===== src/rtl/mod_inv_if.sv =====
// Handshake bundle for the GF(65537) inverter: operand in, inverse out.
interface mod_inv_if #(
  parameter int unsigned BITLEN = 17
);
  logic              in_valid;
  logic              in_ready;
  logic [BITLEN-1:0] in_a;
  logic              out_valid;
  logic              out_ready;
  logic [BITLEN-1:0] out_inv;

  modport master (
    output in_valid, in_a, out_ready,
    input  in_ready, out_valid, out_inv
  );

  modport slave (
    input  in_valid, in_a, out_ready,
    output in_ready, out_valid, out_inv
  );
endinterface


===== src/rtl/mod_inv.sv =====
// Sequential inverter over GF(65537): a^(Q-2) by a fixed square-and-multiply chain
// on one 3-phase (multiply, fold, correct) modular multiplier.
module mod_inv #(
  parameter int unsigned BITLEN = 17,
  parameter int unsigned Q      = 65537
) (
  input logic       clk,
  input logic       rst,
  mod_inv_if.slave  bus
);

  localparam int unsigned PW = 2 * BITLEN;

  localparam logic [BITLEN-1:0] QB       = BITLEN'(Q);
  localparam logic [BITLEN+1:0] QW       = (BITLEN+2)'(Q);
  localparam logic [3:0]        LastIter = 4'd14;

  typedef enum logic [1:0] {StIdle, StSq, StMl, StDone} state_e;

  state_e            state_q, state_d;
  logic [1:0]        phase_q, phase_d;
  logic [3:0]        cnt_q, cnt_d;
  logic [BITLEN-1:0] r_q, r_d;
  logic [BITLEN-1:0] a_q, a_d;
  logic [PW-1:0]     prod_q, prod_d;
  logic [BITLEN:0]   red_q, red_d;
  logic [BITLEN-1:0] inv_q, inv_d;
  logic              in_ready_q, in_ready_d;
  logic              out_valid_q, out_valid_d;

  logic [BITLEN-1:0] a_in_red;
  logic [BITLEN-1:0] mul_y;
  logic [BITLEN+1:0] fold;
  logic [BITLEN+1:0] t_ext, t_sub, t_add;
  logic [BITLEN-1:0] corr;

  assign a_in_red = (bus.in_a >= QB) ? (bus.in_a - QB) : bus.in_a;
  assign mul_y    = (state_q == StSq) ? r_q : a_q;

  // 2^17 == -2 mod Q, so P = hi*2^17 + lo folds to lo - 2*hi.
  assign fold = {2'b00, prod_q[BITLEN-1:0]} - {1'b0, prod_q[PW-1:BITLEN], 1'b0};

  assign t_ext = {red_q[BITLEN], red_q};
  assign t_sub = t_ext - QW;
  assign t_add = t_ext + QW;

  always_comb begin
    corr = BITLEN'(t_add);
    if (!t_sub[BITLEN+1]) begin
      corr = BITLEN'(t_sub);
    end else if (!t_ext[BITLEN+1]) begin
      corr = BITLEN'(t_ext);
    end
  end

  always_comb begin
    state_d = state_q;
    phase_d = phase_q;
    cnt_d   = cnt_q;
    r_d     = r_q;
    a_d     = a_q;
    prod_d  = prod_q;
    red_d   = red_q;
    inv_d   = inv_q;

    unique case (state_q)
      StIdle: begin
        if (bus.in_valid && in_ready_q) begin
          a_d     = a_in_red;
          r_d     = a_in_red;
          cnt_d   = 4'd0;
          phase_d = 2'd0;
          state_d = StSq;
        end
      end
      StSq, StMl: begin
        unique case (phase_q)
          2'd0: begin
            prod_d  = PW'(r_q) * PW'(mul_y);
            phase_d = 2'd1;
          end
          2'd1: begin
            red_d   = (BITLEN+1)'(fold);
            phase_d = 2'd2;
          end
          default: begin
            r_d     = corr;
            phase_d = 2'd0;
            if (state_q == StSq) begin
              state_d = StMl;
            end else begin
              cnt_d = cnt_q + 4'd1;
              if (cnt_q == LastIter) begin
                inv_d   = corr;
                state_d = StDone;
              end else begin
                state_d = StSq;
              end
            end
          end
        endcase
      end
      StDone: begin
        if (bus.out_ready) begin
          state_d = StIdle;
        end
      end
    endcase

    in_ready_d  = (state_d == StIdle);
    out_valid_d = (state_d == StDone);
  end

  always_ff @(posedge clk) begin
    if (rst) begin
      state_q     <= StIdle;
      phase_q     <= 2'd0;
      cnt_q       <= 4'd0;
      r_q         <= '0;
      a_q         <= '0;
      prod_q      <= '0;
      red_q       <= '0;
      inv_q       <= '0;
      in_ready_q  <= 1'b0;
      out_valid_q <= 1'b0;
    end else begin
      state_q     <= state_d;
      phase_q     <= phase_d;
      cnt_q       <= cnt_d;
      r_q         <= r_d;
      a_q         <= a_d;
      prod_q      <= prod_d;
      red_q       <= red_d;
      inv_q       <= inv_d;
      in_ready_q  <= in_ready_d;
      out_valid_q <= out_valid_d;
    end
  end

  assign bus.in_ready  = in_ready_q;
  assign bus.out_valid = out_valid_q;
  assign bus.out_inv   = inv_q;

endmodule


===== src/flat_wrapper.sv =====
// flat-port wrapper written by rule: the top's interface ports become plain ports
module mod_inv_flat 
#(
  parameter int unsigned BITLEN = 17,
  parameter int unsigned Q      = 65537
)
  (clk, rst, bus_in_valid, bus_in_a, bus_out_ready, bus_in_ready, bus_out_valid, bus_out_inv);
  mod_inv_if #(.BITLEN(BITLEN)) bus_i ();
  input logic clk;
  input logic rst;
  input wire logic [$bits(bus_i.in_valid)-1:0] bus_in_valid;
  input wire logic [$bits(bus_i.in_a)-1:0] bus_in_a;
  input wire logic [$bits(bus_i.out_ready)-1:0] bus_out_ready;
  output wire logic [$bits(bus_i.in_ready)-1:0] bus_in_ready;
  output wire logic [$bits(bus_i.out_valid)-1:0] bus_out_valid;
  output wire logic [$bits(bus_i.out_inv)-1:0] bus_out_inv;
  assign bus_i.in_valid = bus_in_valid;
  assign bus_i.in_a = bus_in_a;
  assign bus_i.out_ready = bus_out_ready;
  assign bus_in_ready = bus_i.in_ready;
  assign bus_out_valid = bus_i.out_valid;
  assign bus_out_inv = bus_i.out_inv;
  mod_inv #(.BITLEN(BITLEN), .Q(Q)) u_core (.clk(clk), .rst(rst), .bus(bus_i));
endmodule

===== config.mk =====
export PLATFORM = sky130hd
export DESIGN_NAME = mod_inv_flat
export DESIGN_NICKNAME = d
export VERILOG_FILES = /design/src/rtl/mod_inv_if.sv /design/src/rtl/mod_inv.sv /design/src/flat_wrapper.sv
export SDC_FILE = /design/constraint.sdc
export NUM_CORES = 1
export LEC_CHECK = 0
export ABC_AREA = 1
export CAP_MARGIN = 20
export CORE_MARGIN = 1.5
export CORE_UTILIZATION = 50
export CTS_CLUSTER_SIZE = 12
export DETAILED_ROUTE_END_ITERATION = 10
export PLACE_DENSITY_LB_ADDON = 0.2
export SYNTH_ARGS = -nofsm -noshare
export SYNTH_HDL_FRONTEND = slang
export SYNTH_SLANG_ARGS = --single-unit

===== constraint.sdc =====
create_clock -name clk -period 7.2 [get_ports clk]
set_clock_uncertainty 0.1 [all_clocks]
set_input_delay 0.72 -clock clk [delete_from_list [all_inputs] [get_ports clk]]
set_output_delay 0.72 -clock clk [all_outputs]
set_load 0.005 [all_outputs]

### Word level (Yosys, flattened, before mapping)

Index checks and enable logic that the tools add are counted.
Widths: inputs -> output; s select.

* word-level logic and storage cells: 62
* register bits after elaboration: 113
* output and inout port bits: 19
* bits of input ports: 21

* eq/ne operators: 9
* bitwise gates (word level): 2
* magnitude comparators: 1
* multipliers: 1
* reduce and logical (&&, ||, !) cells: 14
* multiplexer cells: 20
* $add $sub $neg: 5

Operators with widths (number)
* $mux 17: 6
* $mul 17x17->34: 1
* $pmux 17 s2: 1
* $sub 18x18->19 const B: 1
* $sub 17x18->18: 1
* $add 17x17->17 const B: 1
* $ge 17x17->1 const B: 1
* $sub 17x17->17 const B: 1
* $mux 2: 6
* $mux 4: 3
* $pmux 2 s2: 2
* $pmux 4 s2: 1
* $reduce_and 2->1: 4
* $reduce_and 4->1: 2
* $eq 2x2->1 const B: 3
* $logic_not 2->1: 3
* $pmux 2 s3: 1
* $add 4x1->4 const B: 1
* $eq 2x1->1 const B: 2
* $eq 4x4->1 const B: 1
* $ne 2x2->1 const B: 2
* $reduce_or 2->1: 2
* $reduce_and 3->1: 1
* $ne 2x1->1 const B: 1
* other kinds (3): 4

### Depth between registers and ports, before layout

Gate-level depths: netlist of run 1.

* depth in word-level cells: 6
* mapped depth: 34
* gate-level depth less buffers: 32

### Worst setup path after synthesis of run 1

OpenSTA, ideal clock, no wires.

* path kind: register -> register
* start: register u_core.state_q[1]
* end: register u_core.prod_q[30]
* cell stages (with the launch flop): 34
* buffers on the path: 3
* setup time: 0.109 ns
* arrival time: 6.053 ns
* slack: 0.937 ns
* period minus slack after synthesis: 6.263 ns
* data required time: 6.991 ns
* cell sequence: dfxtp_1 -> inv_1 -> ha_1 -> buf_2 -> buf_2 -> nor2_1 -> inv_1 -> o21ai_0 -> inv_1 -> buf_2 -> nand2_1 -> fa_1 -> inv_1 -> fa_1 -> inv_1 -> fa_1 -> inv_1 -> fa_1 -> fa_1 -> inv_1 -> fa_1 -> inv_1 -> ha_1 -> a21o_1 -> a21oi_1 -> nor2_1 -> nor2_1 -> nor2_1 -> nor2_1 -> nand2_1 -> nand2_1 -> nand3_1 -> nand2_1 -> inv_1

* longest elaborated chain between the ends: 3
* elaborated cells between the ends (all ways): 6

Ends and longest elaborated chain
* from (decl): line mod_inv.sv:20 `state_e state_q, state_d;`
* from (signal assigned): line mod_inv.sv:116 `state_q <= StIdle;`
* from (signal assigned): line mod_inv.sv:127 `state_q <= state_d;`
* $eq 2x1->1 or $eq 2x2->1 (tied branches): line mod_inv.sv:38, mod_inv.sv:66
* $mux 17 or $reduce_or 2->1 (tied branches): line mod_inv.sv:38, mod_inv.sv:66
* $mul 17x17->34 or $reduce_and 2->1 (tied branches)
* to (signal assigned): line mod_inv.sv:132 `prod_q <= prod_d;`
* to (decl): line mod_inv.sv:25 `logic [PW-1:0] prod_q, prod_d;`

Several ways; a longest one is shown, not always the timed one.
A chain may end at the register's enable or synchronous reset.

### Worst setup path after layout of run 1

* start: register u_core.state_q[1]
* end: register u_core.prod_q[25]

The elaborated chain is that of the path after synthesis.

==> flow_metrics.py, run 1 <==
metrics = {
    "timing": {
        "max_freq_ghz": 0.148,
        "timing.final.crit_share_pct": 94.0,
        "finalHoldViolCount": 0,
        "rsz0062_at_grt": "no",
        "worst_slew_pin_slew_ns": 0.956,
        "slew_violations": 0,
        "min_period_ns": 6.77,
        "relSlewSlack_pct": 36.2,
        "setup_tns_ns": 0,
        "final-setup-viol-count": 0,
    },
    "grt": {
        "grt_antenna_before_repair": 0,
        "grt_pass1_wl_mm": 83.0,
        "grt_max_degree": 58,
        "grt_overflow": 0,
        "grt_use_total_pct": 31.7,
        "grt_pass1_vias": 15100,
    },
    "worst_setup_path": {
        "ff2ff_setup_slack_ns": 0.43,
        "crit_end": "u_core.prod_q[25]",
        "cp-start-kind": "flip-flop",
        "end_kind": "flip-flop",
        "ff2ff_path_depth": 27,
        "worst-setup-path-type": "flip-flop to flip-flop",
        "r2r_end": "u_core.prod_q[25]",
        "critical_path_arrival_ns": 7.00,
        "cp.required_ns": 7.43,
        "cp_max_fo": 18,
        "rr_startpoint": "u_core.state_q[1]",
        "startpoint": "u_core.state_q[1]",
    },
    "cts": {
        "root_buffer": "clkbuf_16",
        "cts_tree": "yes",
        "cts_buffers": 17,
        "clock_latency_ns": 0.43,
        "cts.htree.levels": 4,
        "clockBufferDepth": 2,
        "cts.sinks": 113,
        "path_clk_slew_ns": 0.06,
    },
    "floorplanning": {
        "core-area_um2": 32600,
        "boundaryPins": 40,
        "dieHeight_um": 185,
        "die_width_um": 185,
        "rows": 66,
        "die_area_um2": 34300,
        "start_util_pct": 50.9,
    },
    "yosys": {
        "ys.flop_type": "dfxtp_1",
        "ys_types": 46,
        "synth_warnings": 0,
        "ys_ff_latch": 113,
        "postSynthAreaPerCell_um2": 7.13,
        "synth_edf_count": 0,
        "synth_common_cells": "473 x inv_1, 463 x nand2_1, 279 x nor2_1",
        "synthTopCellsByArea": "fa_1 27%, dfxtp_1 14%, inv_1 11%, nand2_1 10%, ha_1 10%",
        "synth_largest_area_cell": "fa_1",
        "syn_area_um2": 16600,
        "yosys.area.top_type_share_pct": 27.1,
        "syn_inst": 2328,
        "synth_nets": 2708,
        "post-synth-top-count-cell": "inv_1",
        "async_reset_ff_share_pct": 0,
        "ys_seq_area_share_pct": 13.6,
    },
    "detailed_routing": {
        "vias": 15000,
        "first_pass_iters": 5,
        "viasPerCell": 5.32,
        "drt_iter0_drc": 1320,
        "drc": 0,
        "drtAntennaViolNets": 0,
        "drt-wirelength-per-cell_um": 18.1,
        "routed_wl_mm": 51.2,
    },
    "placed_design": {
        "post_dp_cell_area_um2": 17700,
        "globalplace.congestion": 0.985,
        "hpwlAfterDp_mm": 41.8,
        "io_buffers": 39,
    },
    "final_layout": {
        "utilization_pct": 56.0,
        "antenna_cells": 0,
        "drive_gt1_share_pct": 5.75,
        "fillCellCount": 3202,
        "fin_nets": 2748,
        "ff_latch_area_um2": 2260,
        "multiInputGateArea_um2": 12200,
        "areaGrowthSynthToFinish_pct": 10.0,
        "fin_area_um2": 18300,
    },
    "power_and_ir_drop": {
        "power_density_nw_per_um2": 321,
        "peakVddDrop_v": 0.000395,
        "p_leak_nw": 9.30,
        "p_total_w": 0.00586,
    },
    "run_status": {
        "status": "finished clean",
    },
    "run": {
        "drv_cap": 0,
    },
    "hold_path": {
        "hold_class": "flip-flop to flip-flop",
        "hold_path_depth": 2,
    },
}
where the power goes:
part	switching (W)	total (W)	internal, W	leakage [nW]
logic	0.00269	0.00402	0.00132	8.08
clock network	0.000337	0.000886	0.000550	0.293
registers	0.000152	0.000962	0.000810	0.919
logic make-up after synthesis:
logic type,share of synthesized area [%]
compound gates,9.46
xor+xnor,2.90
fa+ha+maj,37.2
buf+inv,13.2
flops,13.6
simple gates,23.6
how the worst min path moves through the flow:
stage                startpoint               end
2_1_floorplan  u_core.prod_q[1]  u_core.prod_q[1]
3_3_place_gp   u_core.prod_q[0]  u_core.prod_q[0]
3_5_place_dp   u_core.prod_q[0]  u_core.prod_q[0]
4_1_cts        u_core.prod_q[0]  u_core.prod_q[0]
5_1_grt        u_core.prod_q[0]  u_core.prod_q[0]
6_report       u_core.prod_q[0]  u_core.prod_q[0]
critical path: stages (launching register included):
cell and delay, ns:
dfxtp_1 0.38, inv_1 0.11, ha_1 0.24, inv_2 0.32
o21ai_0 0.20, inv_2 0.24, nand2_1 0.12, fa_1 0.55
inv_1 0.05, fa_1 0.49, inv_1 0.05, fa_1 0.52
inv_1 0.05, fa_1 0.45, fa_1 0.49, inv_1 0.05
fa_1 0.62, inv_1 0.10, ha_1 0.36, nand2_1 0.13
nor2_1 0.21, nand2_1 0.08, o21ai_1 0.28, nand3_1 0.16
nand3_1 0.10, nand3_1 0.08, nand2_1 0.07, inv_1 0.04
what timing repair did:
action                                  CTS  global route
buffers inserted                          0             0
hold buffers                              0             0
endpoints found under the setup margin    0            14
resized for setup                         0             6
registers in the layout, summed over array words and instances, names as in the netlist:
signal / flops
u_core.prod_q: 34
u_core.state_q: 2
u_core.red_q: 18
u_core.phase_q: 2
u_core.r_q: 17
u_core.cnt_q: 4
u_core.bus.out_inv: 17
u_core.bus.out_valid: 1
u_core.a_q: 17
u_core.bus.in_ready: 1
layout make-up:
class | count | area share (%)
multi-input cells | 1643 | 66.5
flip-flops and latches | 113 | 12.4
inverters | 497 | 10.2
repair buffers | 96 | 4.52
well taps | 442 | 3.03
clock buffers | 18 | 2.35
clock inverters | 14 | 1.00
per-stage QoR:
stage          hold slack, ns  cells  worst slack, ns
2_1_floorplan           0.335   2328            0.937
3_3_place_gp            0.349   2791            0.372
3_5_place_dp            0.353   2791            0.338
4_1_cts                 0.365   2823            0.303
5_1_grt                 0.422   2823           0.0204
6_report                0.373   2823            0.431
placed cells by master (no fill, tap or decap), types with 2 or more instances in the layout:
cell type,instances
clkinvlp_4,3
a211oi_1,2
nand2_2,9
a21oi_1,122
nor2_1,278
inv_6,2
bufinv_16,3
xnor2_1,11
fa_1,225
o21ai_1,26
nand2_1,463
inv_1,468
buf_4,56
clkinv_4,5
clkdlybuf4s50_1,38
o21ai_0,74
ha_1,134
nand3b_1,2
nand4_1,14
clkbuf_16,17
nor3_1,18
o21bai_1,5
a31oi_1,3
clkinv_1,9
and3_1,2
xor2_1,44
a21o_1,7
o211ai_1,32
o21a_1,4
o21ai_2,3
inv_2,19
nor2_4,2
nor4_1,2
dfxtp_1,113
nand3_1,143
nand3_4,2
nor2_2,6
layer usage:
| metal | up-vias | share of wire (%) | wire (um) | track usage (%) |
|---|---|---|---|---|
| li1 | 7205 | - | - | - |
| met3 | 97 | 8.7 | 4460 | 7.14 |
| met1 | 7127 | 44 | 22700 | 44.1 |
| met2 | 600 | 44 | 22400 | 49.0 |
| met5 | - | 0 | 0 | 0 |
| met4 | 0 | 3.2 | 1610 | 9.72 |
Note: power is estimated with default switching activity, not from simulation.
==> inputs of run 2 (changes only) <==
PLACE_DENSITY = 0.67   (was not set)
PLACE_DENSITY_LB_ADDON = not set   (was 0.2)
==> flow_metrics.py, run 2 (synthesized netlist as in run 1, its figures left out) <==
metrics = {
    "run_status": {
        "status": "finished clean",
    },
    "detailed_routing": {
        "routed_wl_mm": 51.3,
        "vias": 15100,
        "drc": 0,
        "drt-wirelength-per-cell_um": 18.1,
        "first_pass_iters": 6,
        "drtAntennaViolNets": 0,
        "viasPerCell": 5.34,
        "drt_iter0_drc": 1326,
    },
    "final_layout": {
        "final_common_cell": "inv_1",
        "layout_common_cells": "468 x inv_1, 463 x nand2_1, 277 x nor2_1",
        "fin_area_um2": 18300,
        "largest_register": "u_core.prod_q",
        "drive_gt1_share_pct": 6.16,
        "largest_reg_flops": 34,
        "fin_nets": 2758,
        "utilization_pct": 56.1,
        "antenna_cells": 0,
        "stdcell_count": 2828,
        "top_regs": "u_core.prod_q (34), u_core.red_q (18)",
        "areaGrowthSynthToFinish_pct": 10.2,
    },
    "run": {
        "drv_cap": 0,
    },
    "worst_setup_path": {
        "worst-setup-path-type": "flip-flop to flip-flop",
        "rr_startpoint": "u_core.state_q[1]",
        "ff2ff_path_depth": 30,
        "cp-start-kind": "flip-flop",
        "critPathMaxStageDelay_ns": 0.62,
        "critical_path_arrival_ns": 7.09,
        "cpMaxStageDelayCell": "fa_1",
        "cp_max_fo": 17,
        "ff2ff_setup_slack_ns": 0.34,
        "cp.required_ns": 7.43,
        "startpoint": "u_core.state_q[1]",
        "r2r_end": "u_core.prod_q[30]",
        "crit_top_cell": "inv_1",
        "end_kind": "flip-flop",
    },
    "floorplanning": {
        "boundaryPins": 40,
        "die_area_um2": 34300,
        "dieHeight_um": 185,
        "die_width_um": 185,
        "rows": 66,
        "core-area_um2": 32600,
        "start_util_pct": 50.9,
    },
    "grt": {
        "grt_overflow": 0,
        "grt_pass1_wl_mm": 80.9,
        "grt_use_total_pct": 31.2,
        "grt_pass1_vias": 14800,
        "grt_max_degree": 58,
        "grt_antenna_before_repair": 0,
    },
    "timing": {
        "rsz0062_at_grt": "no",
        "fin_ws_ns": 0.339,
        "relSlewSlack_pct": 33.9,
        "finalHoldViolCount": 0,
        "max_freq_ghz": 0.146,
        "min_period_ns": 6.86,
        "final-setup-viol-count": 0,
        "worst_slew_pin_slew_ns": 0.990,
        "setup_tns_ns": 0,
        "timing.final.crit_share_pct": 95.3,
        "slew_violations": 0,
    },
    "cts": {
        "cts.htree.levels": 4,
        "root_buffer": "clkbuf_16",
        "clockBufferDepth": 2,
        "cts_buffers": 17,
        "cts-hold-fix-buffers": 0,
        "cts_tree": "yes",
        "path_clk_slew_ns": 0.06,
        "clock_latency_ns": 0.43,
        "cts.sinks": 113,
    },
    "placed_design": {
        "hpwlAfterDp_mm": 41.5,
        "place_ws_ns": 0.0535,
        "globalplace.congestion": 0.993,
        "io_buffers": 39,
        "dp_cells": 2790,
        "post_dp_cell_area_um2": 17600,
    },
    "hold_path": {
        "hold_path_depth": 2,
        "min_to": "u_core.prod_q[0]",
        "hold_class": "flip-flop to flip-flop",
        "hp-start": "u_core.prod_q[0]",
    },
    "power_and_ir_drop": {
        "peakVddDrop_v": 0.000333,
        "power_density_nw_per_um2": 322,
        "p_leak_nw": 9.33,
    },
}
==> run 2: critical path, delay by kind of cell (launching register included) <==
kind	cells	cell delay (ns)
adders and majority gates	8	3.78
buffers and inverters	10	1.02
and+or+nand+nor	9	0.82
AOI/OAI and AO/OA	3	0.66
DFF	1	0.37
==> run 2: where the power goes <==
group / switching (W) / leakage (nW) / internal [W]
sequential: 0.000155 / 0.919 / 0.000811
combinational: 0.00273 / 8.13 / 0.00136
clock: 0.000296 / 0.282 / 0.000533
==> run 2: repair_timing <==
| action | in CTS | in global routing |
|---|---|---|
| gates resized for setup | 0 | 11 |
| setup endpoints to repair | 0 | 18 |
| setup buffers | 0 | 11 |
==> run 2: how the worst max path moves through the flow <==
stage | cells past startpoint | endpoint
global route | 26 | u_core.prod_q[31]
CTS | 28 | u_core.prod_q[25]
detailed placement | 28 | u_core.prod_q[25]
finish | 30 | u_core.prod_q[30]
global placement | 30 | u_core.prod_q[30]
floorplan | 33 | u_core.prod_q[30]
==> run 2: metal layers <==
metal / track usage, % / part of all wire, % / vias to the layer above
li1: - / - / 7225
met1: 44.4 / 46 / 7215
met2: 48.0 / 44 / 568
met3: 5.60 / 7.6 / 85
met4: 9.14 / 2.6 / 0
met5: 0 / 0 / -
==> run 2: cell type report <==
type / count / area, um2
inverters: 497 / 1870
repair buffers: 106 / 888
clock buffers: 21 / 480
clock inverters: 6 / 83.8
multi-input cells: 1643 / 12200
well taps: 442 / 553
flip-flops and latches: 113 / 2260
fillers: 3184 / 14300
==> run 2: metrics by stage <==
step	total power [W]	hold WS (ns)
detailed placement	0.00491	0.358
finish	0.00589	0.371
global route	0.00637	0.394
floorplan	0.00362	0.335
CTS	0.00578	0.369
global placement	0.00489	0.348
